==> src/rtl/chase_steer_if.sv <==
`default_nettype none
// +----------------------------------------------------------------------------+
// | Module   : chase_steer_if                                                  |
// | Purpose  : Measurement bus from the colour tracker to the steering block.  |
// |            meas_valid is a one-cycle strobe; x_center/radius carry the     |
// |            blob estimate that goes with it.                                |
// | Signals  : meas_valid (1), x_center (32, unsigned), radius (24, unsigned)  |
// | Modports : master = tracker side (drives), slave = steering side (reads)   |
// | Revision : 1.0  initial release                                            |
// +----------------------------------------------------------------------------+
interface chase_steer_if;
  logic        meas_valid;
  logic [31:0] x_center;
  logic [23:0] radius;

  modport master (
    output meas_valid,
    output x_center,
    output radius
  );

  modport slave (
    input meas_valid,
    input x_center,
    input radius
  );
endinterface
`default_nettype wire

==> src/rtl/chase_steer.sv <==
`default_nettype none
// +----------------------------------------------------------------------------+
// | Module   : chase_steer                                                     |
// | Purpose  : Turns the tracker's blob estimate into differential-drive       |
// |            motor commands. A small FSM searches (spins), tracks with a     |
// |            proportional steering correction, and holds when the target is  |
// |            close. Each wheel gets an 8-bit-duty PWM and a direction bit.   |
// | Ports    : clk        in   system clock                                    |
// |            reset      in   asynchronous reset, active low                  |
// |            enable     in   level; 0 forces IDLE and motors off             |
// |            meas       in   chase_steer_if.slave measurement bus            |
// |            pwm_left   out  left motor PWM                                  |
// |            pwm_right  out  right motor PWM                                 |
// |            dir_left   out  1 = forward, 0 = reverse                        |
// |            dir_right  out  1 = forward, 0 = reverse                        |
// |            state      out  0 IDLE, 1 SEARCH, 2 TRACK, 3 HOLD               |
// | Revision : 1.0  initial release                                            |
// +----------------------------------------------------------------------------+
module chase_steer #(
  parameter int CENTER_X    = 512,
  parameter int MIN_RADIUS  = 4,
  parameter int STOP_RADIUS = 60,
  parameter int HYST        = 8,
  parameter int BASE_DUTY   = 160,
  parameter int SEARCH_DUTY = 100,
  parameter int KP_SHIFT    = 2,
  parameter int LOST_COUNT  = 5,
  parameter int TIMEOUT     = 13_000_000,
  parameter int PWM_DIV     = 10
) (
  input  wire          clk,
  input  wire          reset,
  input  wire          enable,
  chase_steer_if.slave meas,
  output logic         pwm_left,
  output logic         pwm_right,
  output logic         dir_left,
  output logic         dir_right,
  output logic [1:0]   state
);

  typedef enum logic [1:0] {
    S_IDLE   = 2'd0,
    S_SEARCH = 2'd1,
    S_TRACK  = 2'd2,
    S_HOLD   = 2'd3
  } state_t;

  localparam int c_IDLE_W    = $clog2(TIMEOUT + 1);
  localparam int c_LOST_W    = $clog2(LOST_COUNT + 1);
  localparam int c_PRE_W     = (PWM_DIV > 1) ? $clog2(PWM_DIV) : 1;
  localparam int c_PRE_MAX_I = PWM_DIV - 1;
  localparam int c_EXIT_R_I  = STOP_RADIUS - HYST;

  localparam logic [15:0]          c_MIN_R    = MIN_RADIUS[15:0];
  localparam logic [15:0]          c_STOP_R   = STOP_RADIUS[15:0];
  localparam logic [15:0]          c_EXIT_R   = c_EXIT_R_I[15:0];
  localparam logic signed [11:0]   c_CENTER   = CENTER_X[11:0];
  localparam logic signed [12:0]   c_BASE     = BASE_DUTY[12:0];
  localparam logic [7:0]           c_SEARCH_D = SEARCH_DUTY[7:0];
  localparam logic [c_IDLE_W-1:0]  c_TIMEOUT  = TIMEOUT[c_IDLE_W-1:0];
  localparam logic [c_LOST_W-1:0]  c_LOST     = LOST_COUNT[c_LOST_W-1:0];
  localparam logic [c_PRE_W-1:0]   c_PRE_MAX  = c_PRE_MAX_I[c_PRE_W-1:0];

  // Saturate a signed sum into the 0..255 duty range.
  function automatic logic [7:0] sat8(input logic signed [12:0] v);
    if (v < 13'sd0)        return 8'd0;
    else if (v > 13'sd255) return 8'hFF;
    else                   return v[7:0];
  endfunction

  // ---------------------------------------------------------------- stage 1
  logic        r_s1_valid;
  logic [9:0]  r_x;
  logic [15:0] r_r;

  always_ff @(posedge clk or negedge reset) begin
    if (!reset) begin
      r_s1_valid <= 1'b0;
      r_x        <= '0;
      r_r        <= '0;
    end else begin
      // Strobes seen while disabled never reach the FSM.
      r_s1_valid <= meas.meas_valid & enable;
      if (meas.meas_valid && enable) begin
        r_x <= (meas.x_center > 32'd1023) ? 10'd1023 : meas.x_center[9:0];
        r_r <= (meas.radius > 24'd65535) ? 16'hFFFF : meas.radius[15:0];
      end
    end
  end

  // ---------------------------------------------------------------- steering
  logic signed [11:0] w_err;
  logic signed [11:0] w_corr;
  logic signed [12:0] w_left_raw;
  logic signed [12:0] w_right_raw;

  assign w_err       = $signed({2'b00, r_x}) - c_CENTER;
  assign w_corr      = w_err >>> KP_SHIFT;
  assign w_left_raw  = c_BASE + $signed({w_corr[11], w_corr});
  assign w_right_raw = c_BASE - $signed({w_corr[11], w_corr});

  // ---------------------------------------------------------------- stage 2 FSM
  state_t              r_state;
  state_t              w_state_nxt;
  logic [c_LOST_W-1:0] r_lost;
  logic [c_LOST_W-1:0] w_lost_nxt;
  logic [c_IDLE_W-1:0] r_idle;
  logic [c_IDLE_W-1:0] w_idle_nxt;
  logic [7:0]          r_pend_l;
  logic [7:0]          r_pend_r;
  logic                r_pend_dl;
  logic                r_pend_dr;
  logic [7:0]          w_pend_l;
  logic [7:0]          w_pend_r;
  logic                w_pend_dl;
  logic                w_pend_dr;
  logic                w_sample_ok;
  logic                w_sample_bad;

  always_comb begin
    w_state_nxt  = r_state;
    w_lost_nxt   = r_lost;
    w_idle_nxt   = r_idle;
    w_pend_l     = r_pend_l;
    w_pend_r     = r_pend_r;
    w_pend_dl    = r_pend_dl;
    w_pend_dr    = r_pend_dr;
    w_sample_ok  = r_s1_valid && (r_r >= c_MIN_R);
    w_sample_bad = r_s1_valid && (r_r < c_MIN_R);

    if (!enable) begin
      w_state_nxt = S_IDLE;
    end else begin
      case (r_state)
        S_IDLE: w_state_nxt = S_SEARCH;
        S_SEARCH: begin
          if (w_sample_ok)
            w_state_nxt = (r_r >= c_STOP_R) ? S_HOLD : S_TRACK;
        end
        S_TRACK, S_HOLD: begin
          w_idle_nxt = r_s1_valid ? '0 : r_idle + 1'b1;
          if (w_sample_ok)       w_lost_nxt = '0;
          else if (w_sample_bad) w_lost_nxt = r_lost + 1'b1;

          // A valid sample clears both loss counters, so the fall-back
          // conditions below can only fire on invalid samples or silence.
          if (r_state == S_TRACK && w_sample_ok && r_r >= c_STOP_R)
            w_state_nxt = S_HOLD;
          else if (r_state == S_HOLD && w_sample_ok && r_r < c_EXIT_R)
            w_state_nxt = S_TRACK;
          else if (w_lost_nxt >= c_LOST || w_idle_nxt >= c_TIMEOUT)
            w_state_nxt = S_SEARCH;
        end
        default: w_state_nxt = S_IDLE;
      endcase
    end

    if (w_state_nxt != r_state) begin
      w_lost_nxt = '0;
      w_idle_nxt = '0;
    end

    case (w_state_nxt)
      S_TRACK: begin
        // Without a fresh sample keep steering with the last correction.
        if (w_sample_ok) begin
          w_pend_l = sat8(w_left_raw);
          w_pend_r = sat8(w_right_raw);
        end
        w_pend_dl = 1'b1;
        w_pend_dr = 1'b1;
      end
      S_SEARCH: begin
        w_pend_l  = c_SEARCH_D;
        w_pend_r  = c_SEARCH_D;
        w_pend_dl = 1'b1;
        w_pend_dr = 1'b0;
      end
      default: begin
        w_pend_l  = 8'd0;
        w_pend_r  = 8'd0;
        w_pend_dl = 1'b1;
        w_pend_dr = 1'b1;
      end
    endcase
  end

  always_ff @(posedge clk or negedge reset) begin
    if (!reset) begin
      r_state   <= S_IDLE;
      r_lost    <= '0;
      r_idle    <= '0;
      r_pend_l  <= 8'd0;
      r_pend_r  <= 8'd0;
      r_pend_dl <= 1'b1;
      r_pend_dr <= 1'b1;
    end else begin
      r_state   <= w_state_nxt;
      r_lost    <= w_lost_nxt;
      r_idle    <= w_idle_nxt;
      r_pend_l  <= w_pend_l;
      r_pend_r  <= w_pend_r;
      r_pend_dl <= w_pend_dl;
      r_pend_dr <= w_pend_dr;
    end
  end

  // ---------------------------------------------------------------- PWM
  logic [c_PRE_W-1:0] r_pre;
  logic [7:0]         r_pwm_cnt;
  logic [7:0]         r_act_l;
  logic [7:0]         r_act_r;
  logic               r_act_dl;
  logic               r_act_dr;
  logic               r_pwm_l;
  logic               r_pwm_r;
  logic               w_pre_wrap;

  assign w_pre_wrap = (r_pre == c_PRE_MAX);

  always_ff @(posedge clk or negedge reset) begin
    if (!reset) begin
      r_pre     <= '0;
      r_pwm_cnt <= 8'd0;
      r_act_l   <= 8'd0;
      r_act_r   <= 8'd0;
      r_act_dl  <= 1'b1;
      r_act_dr  <= 1'b1;
      r_pwm_l   <= 1'b0;
      r_pwm_r   <= 1'b0;
    end else begin
      if (w_pre_wrap) begin
        r_pre     <= '0;
        r_pwm_cnt <= r_pwm_cnt + 8'd1;
      end else begin
        r_pre <= r_pre + 1'b1;
      end

      // Disable kills the motors right away; otherwise duties and
      // directions change only at the period boundary (cnt 255 -> 0).
      if (!enable) begin
        r_act_l  <= 8'd0;
        r_act_r  <= 8'd0;
        r_act_dl <= 1'b1;
        r_act_dr <= 1'b1;
      end else if (w_pre_wrap && r_pwm_cnt == 8'hFF) begin
        r_act_l  <= r_pend_l;
        r_act_r  <= r_pend_r;
        r_act_dl <= r_pend_dl;
        r_act_dr <= r_pend_dr;
      end

      r_pwm_l <= enable && (r_pwm_cnt < r_act_l);
      r_pwm_r <= enable && (r_pwm_cnt < r_act_r);
    end
  end

  assign pwm_left  = r_pwm_l;
  assign pwm_right = r_pwm_r;
  assign dir_left  = r_act_dl;
  assign dir_right = r_act_dr;
  assign state     = r_state;

endmodule
`default_nettype wire
==> src/flat_wrapper.sv <==
// flat-port wrapper written by rule: the top's interface ports become plain ports
module chase_steer_flat 
#(
  parameter int CENTER_X    = 512,
  parameter int MIN_RADIUS  = 4,
  parameter int STOP_RADIUS = 60,
  parameter int HYST        = 8,
  parameter int BASE_DUTY   = 160,
  parameter int SEARCH_DUTY = 100,
  parameter int KP_SHIFT    = 2,
  parameter int LOST_COUNT  = 5,
  parameter int TIMEOUT     = 13_000_000,
  parameter int PWM_DIV     = 10
)
  (clk, reset, enable, pwm_left, pwm_right, dir_left, dir_right, state, meas_meas_valid, meas_x_center, meas_radius);
  chase_steer_if meas_i ();
  input  wire clk;
  input  wire reset;
  input  wire enable;
  output logic pwm_left;
  output logic pwm_right;
  output logic dir_left;
  output logic dir_right;
  output logic [1:0] state;
  input wire logic [$bits(meas_i.meas_valid)-1:0] meas_meas_valid;
  input wire logic [$bits(meas_i.x_center)-1:0] meas_x_center;
  input wire logic [$bits(meas_i.radius)-1:0] meas_radius;
  assign meas_i.meas_valid = meas_meas_valid;
  assign meas_i.x_center = meas_x_center;
  assign meas_i.radius = meas_radius;
  chase_steer #(.CENTER_X(CENTER_X), .MIN_RADIUS(MIN_RADIUS), .STOP_RADIUS(STOP_RADIUS), .HYST(HYST), .BASE_DUTY(BASE_DUTY), .SEARCH_DUTY(SEARCH_DUTY), .KP_SHIFT(KP_SHIFT), .LOST_COUNT(LOST_COUNT), .TIMEOUT(TIMEOUT), .PWM_DIV(PWM_DIV)) u_core (.clk(clk), .reset(reset), .enable(enable), .meas(meas_i), .pwm_left(pwm_left), .pwm_right(pwm_right), .dir_left(dir_left), .dir_right(dir_right), .state(state));
endmodule
==> config.mk <==
export PLATFORM = sky130hd
export DESIGN_NAME = chase_steer_flat
export DESIGN_NICKNAME = d
export VERILOG_FILES = /design/src/rtl/chase_steer_if.sv /design/src/rtl/chase_steer.sv /design/src/flat_wrapper.sv
export SDC_FILE = /design/constraint.sdc
export NUM_CORES = 1
export LEC_CHECK = 0
export CELL_PAD_IN_SITES_DETAIL_PLACEMENT = 1
export CELL_PAD_IN_SITES_GLOBAL_PLACEMENT = 1
export CORE_ASPECT_RATIO = 1.1
export CORE_UTILIZATION = 30
export DETAILED_ROUTE_END_ITERATION = 16
export PLACE_DENSITY_LB_ADDON = 0.1
export SKIP_LAST_GASP = 1
export SYNTH_ARGS = -nofsm -noshare
export SYNTH_HDL_FRONTEND = slang
export SYNTH_SLANG_ARGS = --single-unit
==> constraint.sdc <==
create_clock -name clk -period 8.2 [get_ports clk]
set_input_delay 2.46 -clock clk [delete_from_list [all_inputs] [get_ports clk]]
set_output_delay 2.46 -clock clk [all_outputs]
set_load 0.05 [all_outputs]
======== Yosys cells after proc, flatten, opt, wreduce, memory -nomap -nowiden ========
Index checks and enable logic that the tools add are counted.
operators by class
  $add $sub $neg .......................... 7
  multipliers ............................. 0
  divide/modulo/power cells ............... 0
  order comparisons ....................... 14
  equality and inequality tests ........... 10
  shifts and indexed selects .............. 0
  mux-type cells .......................... 38
  bitwise operators ....................... 1
  reduce and logical (&&, ||, !) cells .... 16
operator list
  operator                                                             count
  two-way mux 24 bit                                                   4
  two-way mux 8 bit                                                    10
  > comparator 32 x 10 -> 1 bit (second input constant)                1
  case mux 8 bit (2 select lines)                                      2
  > comparator 13 x 9 -> 1 bit (second input constant)                 2
  < comparator 13 x 1 -> 1 bit (second input constant)                 2
  adder 24 x 1 -> 24 bit (second input constant)                       1
  greater-or-equal comparator 24 bit (second input constant)           1
  > comparator 24 x 16 -> 1 bit (second input constant)                1
  two-way mux 3 bit                                                    7
  greater-or-equal comparator 16 x 3 -> 1 bit (second input constant)  1
  greater-or-equal comparator 16 x 6 -> 1 bit (second input constant)  1
  < comparator 16 x 3 -> 1 bit (second input constant)                 1
  < comparator 16 x 6 -> 1 bit (second input constant)                 1
  < comparator 8 bit                                                   2
  two-way mux 16 bit                                                   1
  subtractor 10 x 10 -> 11 bit (second input constant)                 1
  adder 9 x 9 -> 10 bit (first input constant)                         1
  logical AND 1 bit                                                    10
  two-way mux 10 bit                                                   1
  two-way mux 2 bit                                                    5
  subtractor 9 x 9 -> 10 bit (first input constant)                    1
  adder 8 x 1 -> 8 bit (second input constant)                         1
  equality test 8 bit (second input constant)                          1
  17 further kinds                                                     27
word-level totals
  flip-flop bits (word level) ............. 105
  bits in latches ......................... 0
  memory bits (writable) .................. 0
  bits in read-only memories .............. 0
  word-level logic and storage cells ...... 103
  memories ................................ 0

======== Logic depth before layout (Yosys ltp) ========
  depth after elaboration ................. 16
  mapped depth ............................ 17

======== Worst setup path after synthesis ========
Ideal clock, no wire load.
  path type ............................... input to register
  start point ............................. input enable
  end point ............................... register u_core.r_idle[10]
  setup time .............................. 0.126 ns
  data arrival time ....................... 4.194 ns
  data required time ...................... 8.074 ns
  path slack .............................. 3.880 ns
  stages .................................. 9
  buffers on the path ..................... 2
  path through ............................ clkbuf_1 -> nor2b_1 -> and2_1 -> o21ai_0 -> a21o_1 -> o21ai_0 -> a311oi_4 -> buf_6 -> a221o_1
on the way
  cells in the longest elaborated chain, start to end .. 4
  elaborated cells on any way between the ends .. 6
  classes of those cells .................. eq/ne (1); mux (2); reduce/logical (3)
ends and longest elaborated chain
  what                                  line                RTL
  from (decl)                           flat_wrapper.sv:19  input wire enable;
  two-way mux 2 bit                     chase_steer.sv:132  if (!enable) begin
  inequality test 2 bit                 chase_steer.sv:159  if (w_state_nxt != r_state) begin
  nonzero test 2 bit (no source line)   n/a
  AND reduction 2 bit (no source line)  n/a
  to (signal assigned)                  chase_steer.sv:201  r_idle <= w_idle_nxt;
  to (decl)                             chase_steer.sv:108  logic [c_IDLE_W-1:0] r_idle;
Parallel ways exist; a longest one is shown, timed or not.
A chain may end at the register's enable or synchronous reset.

======== Worst setup path in the final report ========
  start point ............................. input enable
  end point ............................... register u_core.r_idle[6]
Same word-level chain as after synthesis.

==> results.cfg <==
[outcome]
result_of_the_run = finished clean

[drt]
routed-via-count = 4668
routed_wirelength_mm = 14.5
post-route-drc-count = 0
wl_per_cell_um = 16.2
drtIter0Drc = 155
drt_pass1_iterations = 4
drt.antenna.violating_nets = 0
viasPerCell = 5.20

[min_path]
hold_depth = 1
worstHoldPathType = flop to flop

[worst_setup_path]
critical_path_arrival_ns = 5.85
critPathLaunchType = input pin
path_max_fanout = 28
worst-r2r-cell-count = 12
worst_setup_path_end_kind = flop
required_ns = 8.47
timing.setup.critical_path_class = input pin to flop

[logic_synthesis]
synth-compound-area-share_pct = 20.8
synth.mux.area_fraction_pct = 2.21
count_of_flip_flops_with_a_built_in_enable_after_synthesis = 0
share_of_the_synthesized_area_in_the_top_cell_type_pct = 43.3
post_synth_simple_gate_area_pct = 19.3
synth_area_per_cell_sq_um = 9.38
synth_seq_cells = 100
syn-cell-area_sq_mm = 0.00567
synth-xor-area-share_pct = 3.09
synth_top_family_by_area = compound AO/OA/AOI/OAI gates
ys_seq_area_share_pct = 44.2
synth_area_leaders = sky130_fd_sc_hd__dfrtp_1 43%, sky130_fd_sc_hd__ha_1 5.7%, sky130_fd_sc_hd__nand2_1 5.2%, sky130_fd_sc_hd__o22a_1 3.4%, sky130_fd_sc_hd__a21o_1 3.0%
synth-warning-count = 0
synth-adder-area-share_pct = 5.74
post_synth_inst_count = 604
yosysUniqueCellTypes = 66
synth_async_sr_flop_share_pct = 100
post-synth-top-area-cell = sky130_fd_sc_hd__dfrtp_1
syn-num-nets = 690
most_used_dff_post_synth = sky130_fd_sc_hd__dfrtp_1

[timing]
hold_violations = 0
max_freq_mhz = 179
final_max_slew_viol_count = 0
final-setup-viol-count = 0
worstMarginPinSlew_ns = 1.18
fin_skew_ns = 0.0120
final_worst_path_cycle_share_pct = 68.1
fin_setup_tns_ns = 0
setup_repair_after_global_routing_missed_its_margin = false
maxSlewHeadroom_pct = 21.4
final.min_clock_period_ns = 5.59

[cells_and_area]
multi_input_area_sq_mm = 0.00291
final.fill_count = 2151
antennaDiodeCount = 0
final_design_area_no_fill_sq_mm = 0.00675
final_layout_size_suffix_gt1_share_pct = 5.50
layoutNonFillerInstCount = 897
final_core_utilization_pct = 36.5
design.final.nets = 735
final-seq-area_sq_mm = 0.00250
area_growth_pct = 19.1

[flow_run]
max-cap-violations = 0

[die]
die-height_um = 146
fp.dieW_um = 133
fp-row-count = 52
die_area_sq_mm = 0.0194
ioPinCount = 66
fp.coreArea_sq_mm = 0.0185
floorplan.initialDensity_pct = 30.7

[clock_network]
worst_skew_pair.late_latency_ns = 0.36
number_of_buffers_inserted_to_repair_setup_after_cts = 0
clock-sinks = 100
cts.hold.buffers_added = 0
cts_max_path_buffers = 2
clock_buffer_count_from_cts = 9
cts_tree = done
cts_htree_levels = 3
clock-root-buffer = sky130_fd_sc_hd__clkbuf_16
clk_pin_slew_worst_paths_ns = 0.08
cts_repair_resize_count = 0

[place]
place_inst = 881
dp_hpwl_mm = 10.5
gpl.final_weighted_congestion = 0.757
numPortBuffers = 60
placed_area_sq_mm = 0.00646

[global_route]
grt_antenna_before_repair = 0
grt-ovfl-total = 0
first_global_vias = 4983
grt_pass1_wl_mm = 24.9
grt_max_degree = 81
groute.usage.overall_pct = 16.0

[power_and_ir_drop]
leakage_nw = 2.69
cellPowerDensity_mw_per_mm2 = 159
power.ir.vdd_worst_mv = 0.0908
==> where the power goes <==
part | internal [mW] | leakage (nW) | switching [mW]
Sequential | 0.503 | 1.25 | 0.00909
Clock | 0.215 | 0.138 | 0.218
Combinational | 0.0544 | 1.30 | 0.0713
==> cell type report <==
| type | instances | area share [%] |
|---|---|---|
| multi-input combinational | 442 | 43.2 |
| sequential | 100 | 37.1 |
| timing repair buffer | 61 | 8.97 |
| tap | 243 | 4.50 |
| clock buffer | 9 | 3.34 |
| inverter | 35 | 1.95 |
| clock inverter | 7 | 0.982 |
==> state kept, by name, indices dropped and copies added (netlist names), 2 cells and up <==
signal and count:
u_core.r_idle 24, u_core.r_r 14, u_core.r_act_l 8, u_core.r_act_r 8
u_core.r_pend_l 8, u_core.r_pend_r 8, u_core.r_pwm_cnt 8, u_core.r_x 8
u_core.r_pre 4, u_core.r_lost 3, u_core.state 2
==> through the flow <==
| step | hold WS [ns] | worst slack (ns) | power (mW) |
|---|---|---|---|
| floorplan | 0.448 | 3.88 | 0.591 |
| global placement | 0.465 | 2.19 | 0.647 |
| detailed placement | 0.468 | 2.10 | 0.651 |
| CTS | 0.487 | 2.48 | 1.09 |
| global route | 0.509 | 2.22 | 1.12 |
| finish | 0.480 | 2.61 | 1.07 |
==> worst max-delay path, stage by stage <==
cell,delay [ns]
sky130_fd_sc_hd__clkdlybuf4s50_1,0.93
sky130_fd_sc_hd__nor2b_1,0.44
sky130_fd_sc_hd__and2_1,0.18
sky130_fd_sc_hd__o21ai_0,0.15
sky130_fd_sc_hd__a21o_1,0.13
sky130_fd_sc_hd__o21ai_0,0.22
sky130_fd_sc_hd__a311oi_4,1.04
sky130_fd_sc_hd__a21oi_1,0.06
sky130_fd_sc_hd__o21ai_0,0.22
==> synthesized netlist by cell type, types with 5 or more instances <==
cell type                   n
sky130_fd_sc_hd__a21boi_0  20
sky130_fd_sc_hd__a21o_1    23
sky130_fd_sc_hd__a21oi_1   26
sky130_fd_sc_hd__a22o_1     9
sky130_fd_sc_hd__a31oi_1    9
sky130_fd_sc_hd__and2_1     6
sky130_fd_sc_hd__and3_1     7
sky130_fd_sc_hd__buf_2      5
sky130_fd_sc_hd__clkbuf_1  17
sky130_fd_sc_hd__dfrtp_1   98
sky130_fd_sc_hd__ha_1      26
sky130_fd_sc_hd__inv_1     35
sky130_fd_sc_hd__mux2i_1    8
sky130_fd_sc_hd__nand2_1   79
sky130_fd_sc_hd__nand2b_1   8
sky130_fd_sc_hd__nand3_1   19
sky130_fd_sc_hd__nand4_1   11
sky130_fd_sc_hd__nor2_1    37
sky130_fd_sc_hd__nor3_1     7
sky130_fd_sc_hd__nor4_1    11
sky130_fd_sc_hd__o21ai_0   31
sky130_fd_sc_hd__o22a_1    22
sky130_fd_sc_hd__o31ai_1    5
sky130_fd_sc_hd__or3_1      7
sky130_fd_sc_hd__xnor2_1   15
sky130_fd_sc_hd__xor2_1     5
==> cells in the final DEF, fill, tap and decap left out, types with 9 or more instances in the layout <==
master and n:
sky130_fd_sc_hd__a21boi_0 20, sky130_fd_sc_hd__nand2_1 79, sky130_fd_sc_hd__nor2_1 37, sky130_fd_sc_hd__xnor2_1 15
sky130_fd_sc_hd__clkdlybuf4s50_1 59, sky130_fd_sc_hd__ha_1 26, sky130_fd_sc_hd__o21ai_0 31, sky130_fd_sc_hd__nand4_1 11
sky130_fd_sc_hd__inv_1 35, sky130_fd_sc_hd__a21oi_1 26, sky130_fd_sc_hd__dfrtp_1 98, sky130_fd_sc_hd__clkbuf_16 9
sky130_fd_sc_hd__o22a_1 22, sky130_fd_sc_hd__nand3_1 19, sky130_fd_sc_hd__nor4_1 11, sky130_fd_sc_hd__a21o_1 23
sky130_fd_sc_hd__a22o_1 9, sky130_fd_sc_hd__a31oi_1 9
==> metal layers <==
layer  part of all wire (%)  track usage, %
met5                      0               0
met3                    3.1            2.33
met2                     48            27.5
met4                    1.7            5.98
met1                     47            20.3
==> path summary, 6_finish.rpt <==
kind                               startpoint            endpoint  slack [ns]
max in group asynchronous               reset   u_core.r_idle[12]        4.86
hold / removal             u_core.r_pend_r[5]  u_core.r_pend_r[5]        0.48
hold reg to reg            u_core.r_pend_r[5]  u_core.r_pend_r[5]        0.48
min in group asynchronous               reset     u_core.r_pre[2]        1.98
setup / recovery                       enable    u_core.r_idle[6]        2.61
setup reg to reg             u_core.r_idle[7]  u_core.r_pend_l[6]        3.61
==> cell families (layout without fill, tap and decap cells) <==
family                     count (synthesis)  in the layout
and+or+nand+nor                          218            218
AOI/OAI and AO/OA                        165            165
DFF                                      100            100
buffers and inverters                     62            112
adders and majority gates                 26             26
xor gates and xnor gates                  20             20
muxes                                     12             12
other                                      1              1
(Power assumes the default switching activity.)
